--- config.mk ---
export PLATFORM = sky130hd
export DESIGN_NAME = data_break_ctrl
export DESIGN_NICKNAME = d
export VERILOG_FILES = /design/src/rtl/data_break_ctrl.sv
export SDC_FILE = /design/constraint.sdc
export NUM_CORES = 1
export LEC_CHECK = 0
export CAP_MARGIN = 30
export CORE_ASPECT_RATIO = 0.5
export CORE_MARGIN = 2
export CORE_UTILIZATION = 38
export DETAILED_ROUTE_END_ITERATION = 16
export PLACE_DENSITY = 0.8
export SLEW_MARGIN = 20
export SYNTH_ARGS = -nofsm -noshare
export SYNTH_HDL_FRONTEND = slang
export SYNTH_SLANG_ARGS = --single-unit
--- constraint.sdc ---
create_clock -name clk -period 1.9 [get_ports clk]
set_input_delay 0.475 -clock clk [delete_from_list [all_inputs] [get_ports clk]]
set_output_delay 0.475 -clock clk [all_outputs]
set_load 0.05 [all_outputs]
--- src/rtl/data_break_ctrl.sv ---
// data_break_ctrl: data-break (DMA) front end for the CPU sequencer.
// Arbitrates cycle-steal requests from NCHAN devices, raises data_break to the
// sequencer, follows the DB0/DB1/DB2 states, drives the memory bus for one word
// per break and pulses dev_ack to the winning channel.
// Optional build macro DATA_BREAK_RR_EN: round-robin arbitration instead of
// fixed priority (channel 0 highest).
// Address/data buses are [N:0] with the MSB holding PDP-8 bit 0.
module data_break_ctrl #(
  parameter int         NCHAN  = 2,
  parameter logic [4:0] ST_DB0 = 5'd16,
  parameter logic [4:0] ST_DB1 = 5'd17,
  parameter logic [4:0] ST_DB2 = 5'd18
) (
  input  logic                  clk,
  input  logic                  reset,
  input  logic [4:0]            state,
  input  logic                  break_in_prog,
  input  logic [NCHAN-1:0]      dev_req,
  input  logic [NCHAN-1:0]      dev_to_disk,
  input  logic [NCHAN*15-1:0]   dev_addr,
  input  logic [NCHAN*12-1:0]   dev_wdata,
  input  logic [11:0]           mem_rdata,
  output logic                  data_break,
  output logic                  to_disk,
  output logic [14:0]           mem_addr,
  output logic [11:0]           mem_wdata,
  output logic                  mem_we,
  output logic [NCHAN-1:0]      dev_ack,
  output logic [11:0]           dev_rdata
);

  localparam int GW = (NCHAN > 1) ? $clog2(NCHAN) : 1;

  typedef enum logic [1:0] {
    IDLE = 2'd0,
    PEND = 2'd1,
    XFER = 2'd2,
    ACK  = 2'd3
  } fsm_t;

  fsm_t            fsm_q, fsm_d;
  logic [GW-1:0]   grant_q, grant_d;
  logic            data_break_q, data_break_d;
  logic            to_disk_q, to_disk_d;
  logic [14:0]     mem_addr_q, mem_addr_d;
  logic [11:0]     mem_wdata_q, mem_wdata_d;
  logic [11:0]     dev_rdata_q, dev_rdata_d;

  logic [GW-1:0]   win;
  logic            any_req;
  logic            in_db_seq;
  logic [14:0]     addr_arr  [NCHAN];
  logic [11:0]     wdata_arr [NCHAN];

  // Debug observation point: break flag dropped while a transfer is in flight.
  // It has no functional effect and is kept only as a hook for simulation checks.
  logic            unused_bip_warn;
  assign unused_bip_warn = (fsm_q == XFER) & ~break_in_prog;

  assign any_req   = |dev_req;
  assign in_db_seq = (state == ST_DB0) || (state == ST_DB1) || (state == ST_DB2);

  // Split the flat per-channel address and data buses into per-channel words.
  always_comb begin
    for (int i = 0; i < NCHAN; i++) begin
      addr_arr[i]  = dev_addr[15*i +: 15];
      wdata_arr[i] = dev_wdata[12*i +: 12];
    end
  end

`ifdef DATA_BREAK_RR_EN
  logic [GW-1:0]   rr_q, rr_d;
  logic [GW-1:0]   idx_g;
  logic            found;
  int              idx;

  // Round-robin search: first requester at or after the pointer wins.
  always_comb begin
    win   = '0;
    found = 1'b0;
    idx   = 0;
    idx_g = '0;
    for (int k = 0; k < NCHAN; k++) begin
      idx   = (int'(rr_q) + k) % NCHAN;
      idx_g = GW'(idx);
      if (!found && dev_req[idx_g]) begin
        win   = idx_g;
        found = 1'b1;
      end
    end
  end

  // Pointer moves just past the channel that completed its break.
  always_comb begin
    rr_d = rr_q;
    if (fsm_q == ACK) begin
      rr_d = (grant_q == GW'(NCHAN - 1)) ? '0 : grant_q + 1'b1;
    end
  end

  // Round-robin pointer register.
  always_ff @(posedge clk) begin
    if (reset) begin
      rr_q <= '0;
    end else begin
      rr_q <= rr_d;
    end
  end
`else
  // Fixed priority: lowest-numbered requesting channel wins.
  always_comb begin
    win = '0;
    for (int i = NCHAN - 1; i >= 0; i--) begin
      if (dev_req[i]) begin
        win = GW'(i);
      end
    end
  end
`endif

  // Next-state logic: latch a winner in IDLE, wait for DB0, move the word, ack.
  always_comb begin
    fsm_d        = fsm_q;
    grant_d      = grant_q;
    data_break_d = data_break_q;
    to_disk_d    = to_disk_q;
    mem_addr_d   = mem_addr_q;
    mem_wdata_d  = mem_wdata_q;
    dev_rdata_d  = dev_rdata_q;

    unique case (fsm_q)
      IDLE: begin
        if (any_req) begin
          grant_d      = win;
          to_disk_d    = dev_to_disk[win];
          mem_addr_d   = addr_arr[win];
          mem_wdata_d  = wdata_arr[win];
          data_break_d = 1'b1;
          fsm_d        = PEND;
        end
      end
      PEND: begin
        // The sequencer may sit halted for any length of time before DB0.
        if (state == ST_DB0) begin
          data_break_d = 1'b0;
          fsm_d        = XFER;
        end
      end
      XFER: begin
        if (state == ST_DB2) begin
          if (to_disk_q) begin
            dev_rdata_d = mem_rdata;
          end
          fsm_d = ACK;
        end else if (!in_db_seq) begin
          // Sequencer left the break sequence: drop the transfer, no ack,
          // and let the still-pending request be arbitrated again.
          to_disk_d   = 1'b0;
          mem_addr_d  = '0;
          mem_wdata_d = '0;
          fsm_d       = IDLE;
        end
      end
      ACK: begin
        to_disk_d   = 1'b0;
        mem_addr_d  = '0;
        mem_wdata_d = '0;
        fsm_d       = IDLE;
      end
      default: begin
        fsm_d = IDLE;
      end
    endcase
  end

  // State and output registers; reset aborts any break in progress.
  always_ff @(posedge clk) begin
    if (reset) begin
      fsm_q        <= IDLE;
      grant_q      <= '0;
      data_break_q <= 1'b0;
      to_disk_q    <= 1'b0;
      mem_addr_q   <= '0;
      mem_wdata_q  <= '0;
      dev_rdata_q  <= '0;
    end else begin
      fsm_q        <= fsm_d;
      grant_q      <= grant_d;
      data_break_q <= data_break_d;
      to_disk_q    <= to_disk_d;
      mem_addr_q   <= mem_addr_d;
      mem_wdata_q  <= mem_wdata_d;
      dev_rdata_q  <= dev_rdata_d;
    end
  end

  assign data_break = data_break_q;
  assign to_disk    = to_disk_q;
  assign mem_addr   = mem_addr_q;
  assign mem_wdata  = mem_wdata_q;
  assign dev_rdata  = dev_rdata_q;
  assign mem_we     = (fsm_q == XFER) && (state == ST_DB1) && !to_disk_q;
  assign dev_ack    = (fsm_q == ACK) ? (NCHAN'(1) << grant_q) : '0;

endmodule
Word level (Yosys, flattened, before mapping)
Cells that the tools add are included.

cells by class
  $add $sub $neg = 0
  divide/modulo/power cells = 0
  $mul = 0
  equality and inequality tests = 11
  reductions and logical operators = 14
  bitwise logic cells = 1
  muxes and demuxes = 31
  shift-type cells = 1
  $lt $le $gt $ge = 2

operators by type and width
  cell                  number
  $mux W15              6
  $mux W12              6
  $pmux W15 S3          1
  $pmux W12 S3          1
  $eq A5 B5 Y1 const B  3
  $mux W2               5
  $mux W1               9
  $reduce_and A3 Y1     3
  $ne A2 B2 Y1 const B  4
  $pmux W2 S4           1
  $eq A2 B2 Y1 const B  2
  $reduce_and A4 Y1     1
  $ne A3 B2 Y1 const B  1
  $pmux W1 S3           1
  $reduce_bool A3 Y1    1
  $eq A2 B1 Y1 const B  1
  $ge A2 B2 Y1 const B  1
  $logic_and A1 B1 Y1   2
  $logic_not A2 Y1      1
  $logic_or A1 B1 Y1    2
  $lt A1 B2 Y1 const B  1
  $not A1 Y2            1
  $pmux W1 S2           1
  $reduce_and A2 Y1     1
  other kinds (4)       4

word-level totals
  RAM bits = 0
  latch bits = 0
  output and inout bits = 44
  bits in registers = 44
  ROM bits = 0
  memories kept = 0

Logic depth before layout (Yosys ltp)
  depth in word-level cells = 8
  depth in mapped cells = 7

Worst setup path before layout
OpenSTA, ideal clock, no wires.

  kind = in2out
  from = input state[1]
  to = output mem_we
  cell stages on the path = 2
  slack = 223 ps
  arrival time = 1202 ps
  cell sequence = nor3_1 -> and4b_1

between the ends
  longest elaborated chain between the ends = 3

ends and longest elaborated chain
  element                           line  text
  from (decl)                       16    input logic [4:0] state,
  $eq A5 B5 Y1                      202   assign mem_we = (fsm_q == XFER) && (state == ST_DB1) && !to_disk_q;
  $logic_and A1 B1 Y1 (2 in a row)  202
  to (decl)                         27    output logic mem_we,

Every way passes these cells.

Worst setup path in the final report
  from = input state[2]
  to = output mem_we

Same word-level chain as after synthesis.

==> metrics.yaml <==
yosys:
  synth_mux_area_share_pct: 19.0
  yosys_warnings: 0
  synth_edf_count: 0
  synth_cell_type_count: 32
  synth_top_family_by_area: "multiplexers"
  async_flop_share_pct: 0
  synthFlopType: "dfxtp_1"
  synth_nets: 277
  synth-seq-cells: 44
  synth_fa_ha_area_share_pct: 0
  postSynthAreaPerCell_um2: 10.6
  synth-compound-area-share_pct: 16.2
  synth_xor_area_share_pct: 0
  synthSimpleGateAreaFrac_pct: 17.6
  seq_area_frac_synth_pct: 41.9
  netlist_area_um2: 2100
  synthCells: 199
die:
  die_h_um: 56.6
  die_area_um2: 6190
  initial_utilization_pct: 38.8
  pin_count: 122
  coreArea_um2: 5420
  rows: 19
  die_x_um: 109
clocking:
  clock-sinks: 44
  htree_num_levels: 2
  cts_buffers: 5
  cts_tree: "built"
  root_buffer: "clkbuf_8"
  path_clk_slew_ps: 80
  cts_buffer_depth: 2
  clock_latency_ps: 290
sta:
  tightest_slew_ps: 342
  clock_skew_ps: 5.86
  setup_violations: 0
  hold_viol: 0
  post-route-period-util_pct: 96.4
  max_clock_freq_mhz: 546
  min_period_ps: 1830
  slew_headroom_pct: 76.9
  drv_slew: 0
  rsz0062_at_grt: "no"
global_routing:
  gr-total-overflow: 0
  antenna_found_initial: 0
  first_global_vias: 2045
  grt_max_degree: 36
  track_usage_pct: 20.2
  grt_pass1_wl_um: 9820
power_and_ir_drop:
  pwr_density_cell_nw_per_um2: 641
  power_mw: 2.26
  peakVddDrop_mv: 0.347
  leakage_nw: 1.49
worst_setup_path:
  cpMaxStageDelayCell: "dlygate4sd2_1"
  crit_fanout: 4
  crit_path_end_kind: "primary output"
  worst_setup_path_start_kind: "input pin"
  path_cells: "dlygate4sd2_1 > nor3_2 > and4b_1 > buf_12"
  crit_required_ps: 1420
  worstPathArrival_ps: 1360
  critPathMaxStageDelay_ps: 270
  crit_type: "in -> out"
finish:
  syn_to_final_growth_pct: 67.4
  diodes: 0
  drive_gt1_share_pct: 25.8
  final_cells: 399
  final_core_util_pct: 65.0
  layout.nets: 403
placement:
  hpwl_um: 4500
  portBuffers: 120
  placedCellCount: 390
  gp_congestion: 0.714
route:
  drt-pass1-iter-count: 4
  ant_nets: 0
  wl_per_cell_um: 15.2
  vias: 2032
  drtIter0Drc: 115
  viasPerCell: 5.09
  drcViolationCount: 0
  routed_wl_um: 6050
job:
  maxCapViolCount: 0
run_status:
  outcome: "finished, final reports clean"
hold_path:
  hold_path_class: "reg -> reg"
==> flip-flops by register name, indices dropped and copies added (netlist names) <==
name        count
to_disk         1
grant_q         1
mem_addr       15
mem_wdata      12
data_break      1
fsm_q           2
dev_rdata      12
==> repair_timing <==
| item | CTS | global route |
|---|---|---|
| pin swaps | 2 | 1 |
| resized for setup | 5 | 2 |
| setup endpoints to repair | 1 | 1 |
| hold buffers | 0 | 0 |
| setup buffers | 1 | 0 |
==> worst paths after layout <==
kind                   start            to  slack (ps)  depth (start not counted)
setup / recovery    state[2]        mem_we          70                          4
hold / removal    data_break    data_break         470                          2
setup reg to reg    fsm_q[0]  dev_rdata[5]         410                          6
hold reg to reg   data_break    data_break         470                          2
==> routing by layer <==
layer	vias to the layer above	track usage, %	routed length, um
met5	-	0	0
met4	0	7.23	105
met3	12	3.95	229
met2	55	35.1	3140
met1	975	24.8	2580
li1	990	-	-
==> where the power goes <==
part | internal (mW) | switching, mW | total, mW
logic | 0.309 | 0.348 | 0.657
registers | 0.974 | 0.0318 | 1.01
clock network | 0.297 | 0.300 | 0.596
==> placed cells by master (no fill, tap or decap), types with 2 or more instances in the layout <==
cell type        Yosys  final
o31ai_1             17     17
clkdlybuf4s50_1      0     71
buf_4                6     53
nor2_1              14     14
mux2i_1             40     40
dfxtp_1             44     43
dlygate4sd2_1        0      4
clkbuf_8             0      6
nand3b_1            29     29
a21oi_1              2      2
a211oi_1             2      2
o31ai_2             11     11
clkbuf_1             4      2
nand2_1              4      4
buf_12               0      8
==> logic make-up (layout without fill, tap and decap cells) <==
group	count (synthesis)	count (layout)
AND/OR/NAND/NOR	59	59
flip-flops	44	44
multiplexers	40	40
AO/OA/AOI/OAI	38	38
buffers and inverters	18	145
==> critical path, delay by kind of cell <==
family	cells	cell delay, ps
buffers and inverters	2	420
and+or+nand+nor	2	460
==> layout make-up <==
| cell class | count | area [um2] |
|---|---|---|
| fillers | 419 | 1900 |
| well taps | 73 | 91.3 |
| clock buffers | 8 | 90.1 |
| multi-input cells | 137 | 1140 |
| flip-flops and latches | 44 | 882 |
| repair buffers | 137 | 1320 |
==> synth_stat cells, types with 3 or more instances <==
| cell | n | area (um2) |
|---|---|---|
| o31ai_2 | 11 | 138 |
| buf_4 | 6 | 45.0 |
| mux2i_1 | 40 | 400 |
| nand2_1 | 4 | 15.0 |
| nand3b_1 | 29 | 218 |
| buf_2 | 3 | 15.0 |
| clkbuf_1 | 4 | 15.0 |
| o31ai_1 | 17 | 128 |
| nor2_1 | 14 | 52.6 |
| dfxtp_1 | 44 | 881 |
==> per-stage QoR <==
step           instance area [um2]  TNS, ps  worst slack, ps  hold WS [ps]
2_1_floorplan                 2100        0              223           503
3_3_place_gp                  3420    -1970             -187           461
3_5_place_dp                  3420    -3280             -241           465
4_1_cts                       3520        0             20.6           479
5_1_grt                       3520        0             14.0           516
6_report                      3520        0             67.6           475
No activity file was read; power rests on OpenSTA's default activity.
